$ cat src/rtl/trace_event_counter_bank_pkg.sv
// Shared types and defaults for the trace event counter bank.
// TRACE_CNT_SHADOW_EN (build macro) adds a snapshot shadow bank in each counter cell.
package trace_event_counter_bank_pkg;

  localparam int NUM_TRACE_EVENTS = 24;
  localparam int TRACE_CNT_W      = 48;
  localparam int TRACE_INC_W      = 2;
  localparam int TRACE_IDX_W      = $clog2(NUM_TRACE_EVENTS + 2);
  localparam int OVERFLOW_IDX     = NUM_TRACE_EVENTS + 1;

  typedef struct packed {
    logic [TRACE_IDX_W-1:0] idx;
    logic                   half;
  } trace_cnt_addr_t;

  typedef enum logic [1:0] {
    RD_COUNTER  = 2'd0,
    RD_OVERFLOW = 2'd1,
    RD_INVALID  = 2'd2
  } rd_kind_e;

  // Counters occupy 0..num_events; the overflow vector sits right after them.
  function automatic rd_kind_e decode_idx(input int unsigned idx, input int unsigned num_events);
    rd_kind_e kind;
    if (idx <= num_events) begin
      kind = RD_COUNTER;
    end else if (idx == num_events + 32'd1) begin
      kind = RD_OVERFLOW;
    end else begin
      kind = RD_INVALID;
    end
    return kind;
  endfunction

endpackage

$ cat src/rtl/trace_event_counter_bank_if.sv
// Read port of the trace event counter bank: request (rd_en/rd_addr) and
// one-cycle-later response (rd_valid/rd_data/rd_err).
interface trace_event_counter_bank_if #(
  parameter int AW = 6
);
  logic          rd_en;
  logic [AW-1:0] rd_addr;
  logic          rd_valid;
  logic [31:0]   rd_data;
  logic          rd_err;

  modport master (output rd_en, output rd_addr, input rd_valid, input rd_data, input rd_err);
  modport slave  (input rd_en, input rd_addr, output rd_valid, output rd_data, output rd_err);
endinterface

$ cat src/rtl/trace_event_counter_bank_cell.sv
// One wrapping counter with sticky overflow flag. With TRACE_CNT_SHADOW_EN defined,
// a snapshot pulse copies count and flag into a shadow pair that becomes the read view.
module trace_event_counter_bank_cell
  import trace_event_counter_bank_pkg::*;
#(
  parameter int CNT_W = TRACE_CNT_W,
  parameter int INC_W = TRACE_INC_W
) (
  input  logic             clk,
  input  logic             rst,
  input  logic             count_en,
  input  logic             count_clear,
  input  logic             snapshot,
  input  logic [INC_W-1:0] inc,
  output logic             ovf_o,
  output logic [CNT_W-1:0] view_cnt_o,
  output logic             view_ovf_o
);
  localparam int SUM_W = CNT_W + 1;

  logic [CNT_W-1:0] cnt_q, cnt_d;
  logic             ovf_q, ovf_d;
  logic [CNT_W:0]   sum_s;

  // Clear beats any same-cycle increment; the carry out of the sum is the wrap.
  always_comb begin
    sum_s = {1'b0, cnt_q} + SUM_W'(inc);
    cnt_d = cnt_q;
    ovf_d = ovf_q;
    if (count_clear) begin
      cnt_d = '0;
      ovf_d = 1'b0;
    end else if (count_en) begin
      cnt_d = sum_s[CNT_W-1:0];
      ovf_d = ovf_q | sum_s[CNT_W];
    end else begin
      cnt_d = cnt_q;
    end
  end

  always_ff @(posedge clk or posedge rst) begin
    if (rst) begin
      cnt_q <= '0;
      ovf_q <= 1'b0;
    end else begin
      cnt_q <= cnt_d;
      ovf_q <= ovf_d;
    end
  end

  assign ovf_o = ovf_q;

`ifdef TRACE_CNT_SHADOW_EN
  logic [CNT_W-1:0] shd_cnt_q, shd_cnt_d;
  logic             shd_ovf_q, shd_ovf_d;

  // Shadow captures the pre-clear live value, so clear+snapshot keeps the old count.
  always_comb begin
    shd_cnt_d = shd_cnt_q;
    shd_ovf_d = shd_ovf_q;
    if (snapshot) begin
      shd_cnt_d = cnt_q;
      shd_ovf_d = ovf_q;
    end else begin
      shd_cnt_d = shd_cnt_q;
    end
  end

  always_ff @(posedge clk or posedge rst) begin
    if (rst) begin
      shd_cnt_q <= '0;
      shd_ovf_q <= 1'b0;
    end else begin
      shd_cnt_q <= shd_cnt_d;
      shd_ovf_q <= shd_ovf_d;
    end
  end

  assign view_cnt_o = shd_cnt_q;
  assign view_ovf_o = shd_ovf_q;
`else
  logic snapshot_unused_s;
  assign snapshot_unused_s = snapshot;
  assign view_cnt_o        = cnt_q;
  assign view_ovf_o        = ovf_q;
`endif

endmodule

$ cat src/rtl/trace_event_counter_bank.sv
// Performance-counter bank fed by core trace event strobes, with a pipelined 32-bit read port.
// Optional TRACE_CNT_SHADOW_EN makes reads return a snapshot bank instead of live counts.
module trace_event_counter_bank
  import trace_event_counter_bank_pkg::*;
#(
  parameter int NUM_EVENTS = NUM_TRACE_EVENTS,
  parameter int INC_W      = TRACE_INC_W,
  parameter int CNT_W      = TRACE_CNT_W
) (
  input  logic                  clk,
  input  logic                  rst,
  input  logic [NUM_EVENTS-1:0] event_strobe,
  input  logic [INC_W-1:0]      inc_count,
  input  logic                  count_en,
  input  logic                  count_clear,
  input  logic                  snapshot,
  trace_event_counter_bank_if.slave rd_bus,
  output logic [NUM_EVENTS:0]   overflow
);
  localparam int IDX_W = $clog2(NUM_EVENTS + 2);
  localparam int AW    = IDX_W + 1;
  localparam int HI_W  = CNT_W - 32;

  logic [NUM_EVENTS-1:0]            strobe_q, strobe_d;
  logic [INC_W-1:0]                 inc_q, inc_d;
  logic [NUM_EVENTS:0][INC_W-1:0]   cell_inc_s;
  logic [NUM_EVENTS:0][CNT_W-1:0]   view_cnt_s;
  logic [NUM_EVENTS:0]              view_ovf_s;
  logic [HI_W-1:0]                  hi_latch_q, hi_latch_d;
  logic                             rd_valid_q, rd_valid_d;
  logic                             rd_err_q, rd_err_d;
  logic [31:0]                      rd_data_q, rd_data_d;
  logic [IDX_W-1:0]                 rd_idx_s;
  logic                             rd_half_s;
  rd_kind_e                         rd_kind_s;

  // Input stage: clear also flushes whatever was sampled this cycle.
  always_comb begin
    if (count_clear) begin
      strobe_d = '0;
      inc_d    = '0;
    end else begin
      strobe_d = event_strobe;
      inc_d    = inc_count;
    end
  end

  always_ff @(posedge clk or posedge rst) begin
    if (rst) begin
      strobe_q <= '0;
      inc_q    <= '0;
    end else begin
      strobe_q <= strobe_d;
      inc_q    <= inc_d;
    end
  end

  // Event counters add their strobe bit; the last cell accumulates completed instructions.
  always_comb begin
    cell_inc_s = '0;
    for (int i = 0; i < NUM_EVENTS; i++) begin
      cell_inc_s[i] = INC_W'(strobe_q[i]);
    end
    cell_inc_s[NUM_EVENTS] = inc_q;
  end

  for (genvar g = 0; g <= NUM_EVENTS; g++) begin : g_cell
    trace_event_counter_bank_cell #(
      .CNT_W (CNT_W),
      .INC_W (INC_W)
    ) u_cell (
      .clk         (clk),
      .rst         (rst),
      .count_en    (count_en),
      .count_clear (count_clear),
      .snapshot    (snapshot),
      .inc         (cell_inc_s[g]),
      .ovf_o       (overflow[g]),
      .view_cnt_o  (view_cnt_s[g]),
      .view_ovf_o  (view_ovf_s[g])
    );
  end

  assign rd_idx_s  = rd_bus.rd_addr[AW-1:1];
  assign rd_half_s = rd_bus.rd_addr[0];

  // Read mux: a low-half counter read latches the upper bits so a following high read is coherent.
  always_comb begin
    rd_kind_s  = decode_idx(32'(rd_idx_s), NUM_EVENTS);
    rd_valid_d = rd_bus.rd_en;
    rd_data_d  = 32'd0;
    rd_err_d   = 1'b0;
    hi_latch_d = hi_latch_q;
    if (rd_bus.rd_en) begin
      case (rd_kind_s)
        RD_COUNTER: begin
          if (rd_half_s) begin
            rd_data_d = 32'(hi_latch_q);
          end else begin
            rd_data_d  = view_cnt_s[rd_idx_s][31:0];
            hi_latch_d = view_cnt_s[rd_idx_s][CNT_W-1:32];
          end
        end
        RD_OVERFLOW: begin
          if (rd_half_s) begin
            rd_data_d = 32'd0;
          end else begin
            rd_data_d = 32'(view_ovf_s);
          end
        end
        default: begin
          rd_err_d = 1'b1;
        end
      endcase
    end else begin
      rd_valid_d = 1'b0;
    end
  end

  always_ff @(posedge clk or posedge rst) begin
    if (rst) begin
      rd_valid_q <= 1'b0;
      rd_err_q   <= 1'b0;
      rd_data_q  <= 32'd0;
      hi_latch_q <= '0;
    end else begin
      rd_valid_q <= rd_valid_d;
      rd_err_q   <= rd_err_d;
      rd_data_q  <= rd_data_d;
      hi_latch_q <= hi_latch_d;
    end
  end

  assign rd_bus.rd_valid = rd_valid_q;
  assign rd_bus.rd_err   = rd_err_q;
  assign rd_bus.rd_data  = rd_data_q;

endmodule
$ cat src/flat_wrapper.sv
// flat-port wrapper written by rule: the top's interface ports become plain ports
module trace_event_counter_bank_flat import trace_event_counter_bank_pkg::*;
#(
  parameter int NUM_EVENTS = NUM_TRACE_EVENTS,
  parameter int INC_W      = TRACE_INC_W,
  parameter int CNT_W      = TRACE_CNT_W
)
  (clk, rst, event_strobe, inc_count, count_en, count_clear, snapshot, overflow, rd_bus_rd_en, rd_bus_rd_addr, rd_bus_rd_valid, rd_bus_rd_data, rd_bus_rd_err);
  trace_event_counter_bank_if rd_bus_i ();
  input  logic clk;
  input  logic rst;
  input  logic [NUM_EVENTS-1:0] event_strobe;
  input  logic [INC_W-1:0] inc_count;
  input  logic count_en;
  input  logic count_clear;
  input  logic snapshot;
  output logic [NUM_EVENTS:0] overflow;
  input wire logic [$bits(rd_bus_i.rd_en)-1:0] rd_bus_rd_en;
  input wire logic [$bits(rd_bus_i.rd_addr)-1:0] rd_bus_rd_addr;
  output wire logic [$bits(rd_bus_i.rd_valid)-1:0] rd_bus_rd_valid;
  output wire logic [$bits(rd_bus_i.rd_data)-1:0] rd_bus_rd_data;
  output wire logic [$bits(rd_bus_i.rd_err)-1:0] rd_bus_rd_err;
  assign rd_bus_i.rd_en = rd_bus_rd_en;
  assign rd_bus_i.rd_addr = rd_bus_rd_addr;
  assign rd_bus_rd_valid = rd_bus_i.rd_valid;
  assign rd_bus_rd_data = rd_bus_i.rd_data;
  assign rd_bus_rd_err = rd_bus_i.rd_err;
  trace_event_counter_bank #(.NUM_EVENTS(NUM_EVENTS), .INC_W(INC_W), .CNT_W(CNT_W)) u_core (.clk(clk), .rst(rst), .event_strobe(event_strobe), .inc_count(inc_count), .count_en(count_en), .count_clear(count_clear), .snapshot(snapshot), .rd_bus(rd_bus_i), .overflow(overflow));
endmodule
$ cat config.mk
export PLATFORM = sky130hd
export DESIGN_NAME = trace_event_counter_bank_flat
export DESIGN_NICKNAME = d
export VERILOG_FILES = /design/src/rtl/trace_event_counter_bank_pkg.sv /design/src/rtl/trace_event_counter_bank_if.sv /design/src/rtl/trace_event_counter_bank_cell.sv /design/src/rtl/trace_event_counter_bank.sv /design/src/flat_wrapper.sv
export SDC_FILE = /design/constraint.sdc
export NUM_CORES = 2
export LEC_CHECK = 0
export BUFFER_PORTS_ARGS = -buffer_cell sky130_fd_sc_hd__clkbuf_2
export CORE_UTILIZATION = 40
export DETAILED_ROUTE_END_ITERATION = 12
export GPL_ROUTABILITY_DRIVEN = 0
export SLEW_MARGIN = 20
export SYNTH_ARGS = -nofsm -noshare
export SYNTH_HDL_FRONTEND = slang
export SYNTH_SLANG_ARGS = --single-unit
$ cat constraint.sdc
create_clock -name clk -period 114.9 [get_ports clk]
set_input_delay 5.745 -clock clk [delete_from_list [all_inputs] [get_ports clk]]
set_output_delay 5.745 -clock clk [all_outputs]
set_load 0.01 [all_outputs]
==> impl_metrics.json <==
{
  "outcome": "finished, final reports clean",
  "synth_top_area_cell": "dfrtp_1",
  "die_x_um": 436.3,
  "ys.flop_type": "dfrtp_1",
  "gr-total-overflow": 0,
  "antenna_found_initial": 13,
  "critPathArrivalTime_ns": 10.46,
  "rows": 159,
  "ys.warnings.count": 0,
  "hold_buffers": 0,
  "worst_slack_ns": 105.09,
  "drive_gt1_frac": 0.1054,
  "drc_errors": 0,
  "hold_violations": 0,
  "ant_nets": 0,
  "power.density_nw_per_um2": 12.28,
  "cts.clk_slew.worst_paths_ns": 0.06,
  "cts_tree": "done",
  "ys_top_cells_by_area": "dfrtp_1 43%, mux4_2 7.3%, nor2_1 4.4%",
  "clk-insertion-delay-late_ns": 0.85,
  "setup.worst_path.start_class": "input port",
  "synth_seq_cells": 1301,
  "io_buffers": 95,
  "netlist_area_um2": 75430,
  "cts_setup_buffers": 0,
  "synthTopCellsByCount": "1301 x dfrtp_1, 886 x nor2_1, 534 x nand2_1",
  "cp-end-kind": "flip-flop",
  "final.min_clock_period_ns": 9.809,
  "initial_core_util": 0.4021,
  "critPathMaxStageDelay_ns": 0.79,
  "fin_setup_tns_ns": 0,
  "finalClockSkew_ns": 0.05847,
  "grt_pass1_wl_mm": 388.7,
  "layoutNonFillerInstCount": 10311,
  "coreArea_um2": 187600,
  "worst_slew_pin_slew_ns": 1.158,
  "synth_most_common_cell": "dfrtp_1",
  "drtPass1Iterations": 8,
  "ioPinCount": 97,
  "cts_buffer_depth": 3,
  "cts-resized-gates": 0,
  "yosysUniqueCellTypes": 79,
  "area_delta_synth_final_pct": 9.921,
  "required_ns": 115.55,
  "finalSetupViolations": 0,
  "synth_top_area_frac": 0.4316,
  "ir_drop_uv": 15.37,
  "dp.cells": 10029,
  "crit_fanout": 59,
  "syn-num-nets": 7965,
  "path_cells": "buf_8 -> buf_4 -> buf_4 -> buf_4 -> mux4_2 -> mux2_2 -> a21oi_1 -> o221ai_1 -> a32o_1",
  "rsz0062_at_grt": "no",
  "max_freq_ghz": 0.1020,
  "syn-mean-instance-area_um2": 9.577,
  "grt_pass1_vias": 59971,
  "grt_util_all_layers": 0.2668,
  "slew_violations": 0,
  "num_vias": 64745,
  "vias_per_cell": 6.279,
  "synthCells": 7876,
  "async_flop_share": 1.000,
  "period_share": 0.08537,
  "yosysSeqAreaShare": 0.4316,
  "dp_hpwl_mm": 185.6,
  "dieArea_um2": 190300,
  "synth_edf_count": 0,
  "slew_headroom": 0.2209,
  "crit_top_cell": "buf_4",
  "cts_buffers": 154,
  "die_y_um": 436.3,
  "place_ws_ns": 104.14,
  "finalNetCount": 7780,
  "wire_per_inst_um": 25.17,
  "placed_area_um2": 77640,
  "critPathSlowestCell": "buf_4",
  "drv_cap": 0,
  "r2r_slack_ns": 111.39,
  "wirelength_mm": 259.6,
  "crit_type": "in -> reg",
  "p_leak_uw": 0.03170,
  "hold_path.class": "reg -> reg",
  "clock-sinks": 1301,
  "drt-initial-drc-count": 7413,
  "stdcell_area_um2": 82920,
  "cts-root-buf": "clkbuf_16",
  "grt_max_degree": 179,
  "htree_levels": 4
}
critical path, delay by kind of cell:
family / cells / cell delay [ns]
buffers and inverters: 4 / 2.67
AO/OA/AOI/OAI: 3 / 0.86
multiplexers: 2 / 1.01
state kept, by name, indices dropped and copies added (netlist names):
name,flops
u_core.strobe_q,24
u_core.rd_bus.rd_err,1
u_core.rd_bus.rd_data,32
u_core.hi_latch_q,16
u_core.rd_bus.rd_valid,1
u_core.g_cell.u_cell.view_cnt_o,1200
u_core.inc_q,2
u_core.g_cell.u_cell.ovf_o,25
cell families after synthesis:
group / synth area share
AOI/OAI and AO/OA: 0.09808
xor gates and xnor gates: 0.07594
adders and majority gates: 0.008559
buffers and inverters: 0.03623
DFF: 0.4316
muxes: 0.1025
and+or+nand+nor: 0.2471
through the flow:
| step | utilization | total power, uW | hold slack (ns) |
|---|---|---|---|
| 2_1_floorplan | - | 501.0 | 0.4610 |
| 3_3_place_gp | 0.4138 | 514.8 | 0.4879 |
| 3_5_place_dp | 0.4138 | 515.4 | 0.4937 |
| 4_1_cts | 0.4417 | 1026 | 0.5063 |
| 5_1_grt | 0.4419 | 1047 | 0.5243 |
| 6_report | 0.4420 | 1019 | 0.5107 |
final timing paths:
kind,end,startpoint,cells past startpoint
hold / removal,u_core.hi_latch_q[6]$_DFFE_PP0P_,u_core.hi_latch_q[6]$_DFFE_PP0P_,2
max in group asynchronous,u_core.g_cell[7].u_cell.view_cnt_o[31]$_DFFE_PP0P_,rst,5
min in group asynchronous,u_core.g_cell[9].u_cell.view_cnt_o[40]$_DFFE_PP0P_,rst,2
setup / recovery,u_core.rd_bus.rd_data[22]$_DFF_PP0_,rd_bus_rd_addr[1],9
setup reg to reg,u_core.g_cell[4].u_cell.view_cnt_o[41]$_DFFE_PP0P_,u_core.g_cell[4].u_cell.view_cnt_o[32]$_DFFE_PP0P_,5
hold reg to reg,u_core.hi_latch_q[6]$_DFFE_PP0P_,u_core.hi_latch_q[6]$_DFFE_PP0P_,2
report_power, final:
group | total, uW | switching (uW) | internal [uW]
clock | 512 | 216 | 296
combinational | 45.2 | 34.9 | 10.3
sequential | 462 | 1.53 | 460
total | 1020 | 252 | 767
layout by cell type (no fill, tap or decap), types with 50 or more instances in the layout:
cell       netlist  final
ha_1            50     50
xor2_1         306    306
o31ai_1        181    181
xnor2_1        348    348
nor2b_1         62     62
or3_1          279    279
clkbuf_2         1     90
or4_1          220    220
and3_1         152    152
nand2_1        534    534
clkbuf_16        0    155
nor2_1         886    884
nor3_1         144    144
dfrtp_1       1301   1301
nand4_1        360    360
inv_1          160    158
mux4_2         244    244
nor4_1         195    193
a21oi_1        476    476
nand3_1        383    383
mux2i_1        121    121
buf_4           27     70
and4_1         152    152
mux2_2          91     91
o21ai_0        300    300
per-layer routing:
layer  share of wire  track usage  routed length (um)
met1            0.41       0.3602              107400
met2            0.46       0.4129              118300
met3           0.070      0.03887               18240
met4           0.060       0.1448               15670
met5               0            0                   0
cell type report:
| class | instances | area, um^2 |
|---|---|---|
| fill | 17606 | 104700 |
| multi-input combinational | 5898 | 40180 |
| sequential | 1301 | 32560 |
| clock buffer | 223 | 4494 |
| tap | 2495 | 3122 |
| timing repair buffer | 173 | 1190 |
| clock inverter | 51 | 735.7 |
| inverter | 163 | 620.6 |
| antenna | 7 | 17.52 |
No activity file was read; power rests on OpenSTA's default activity.
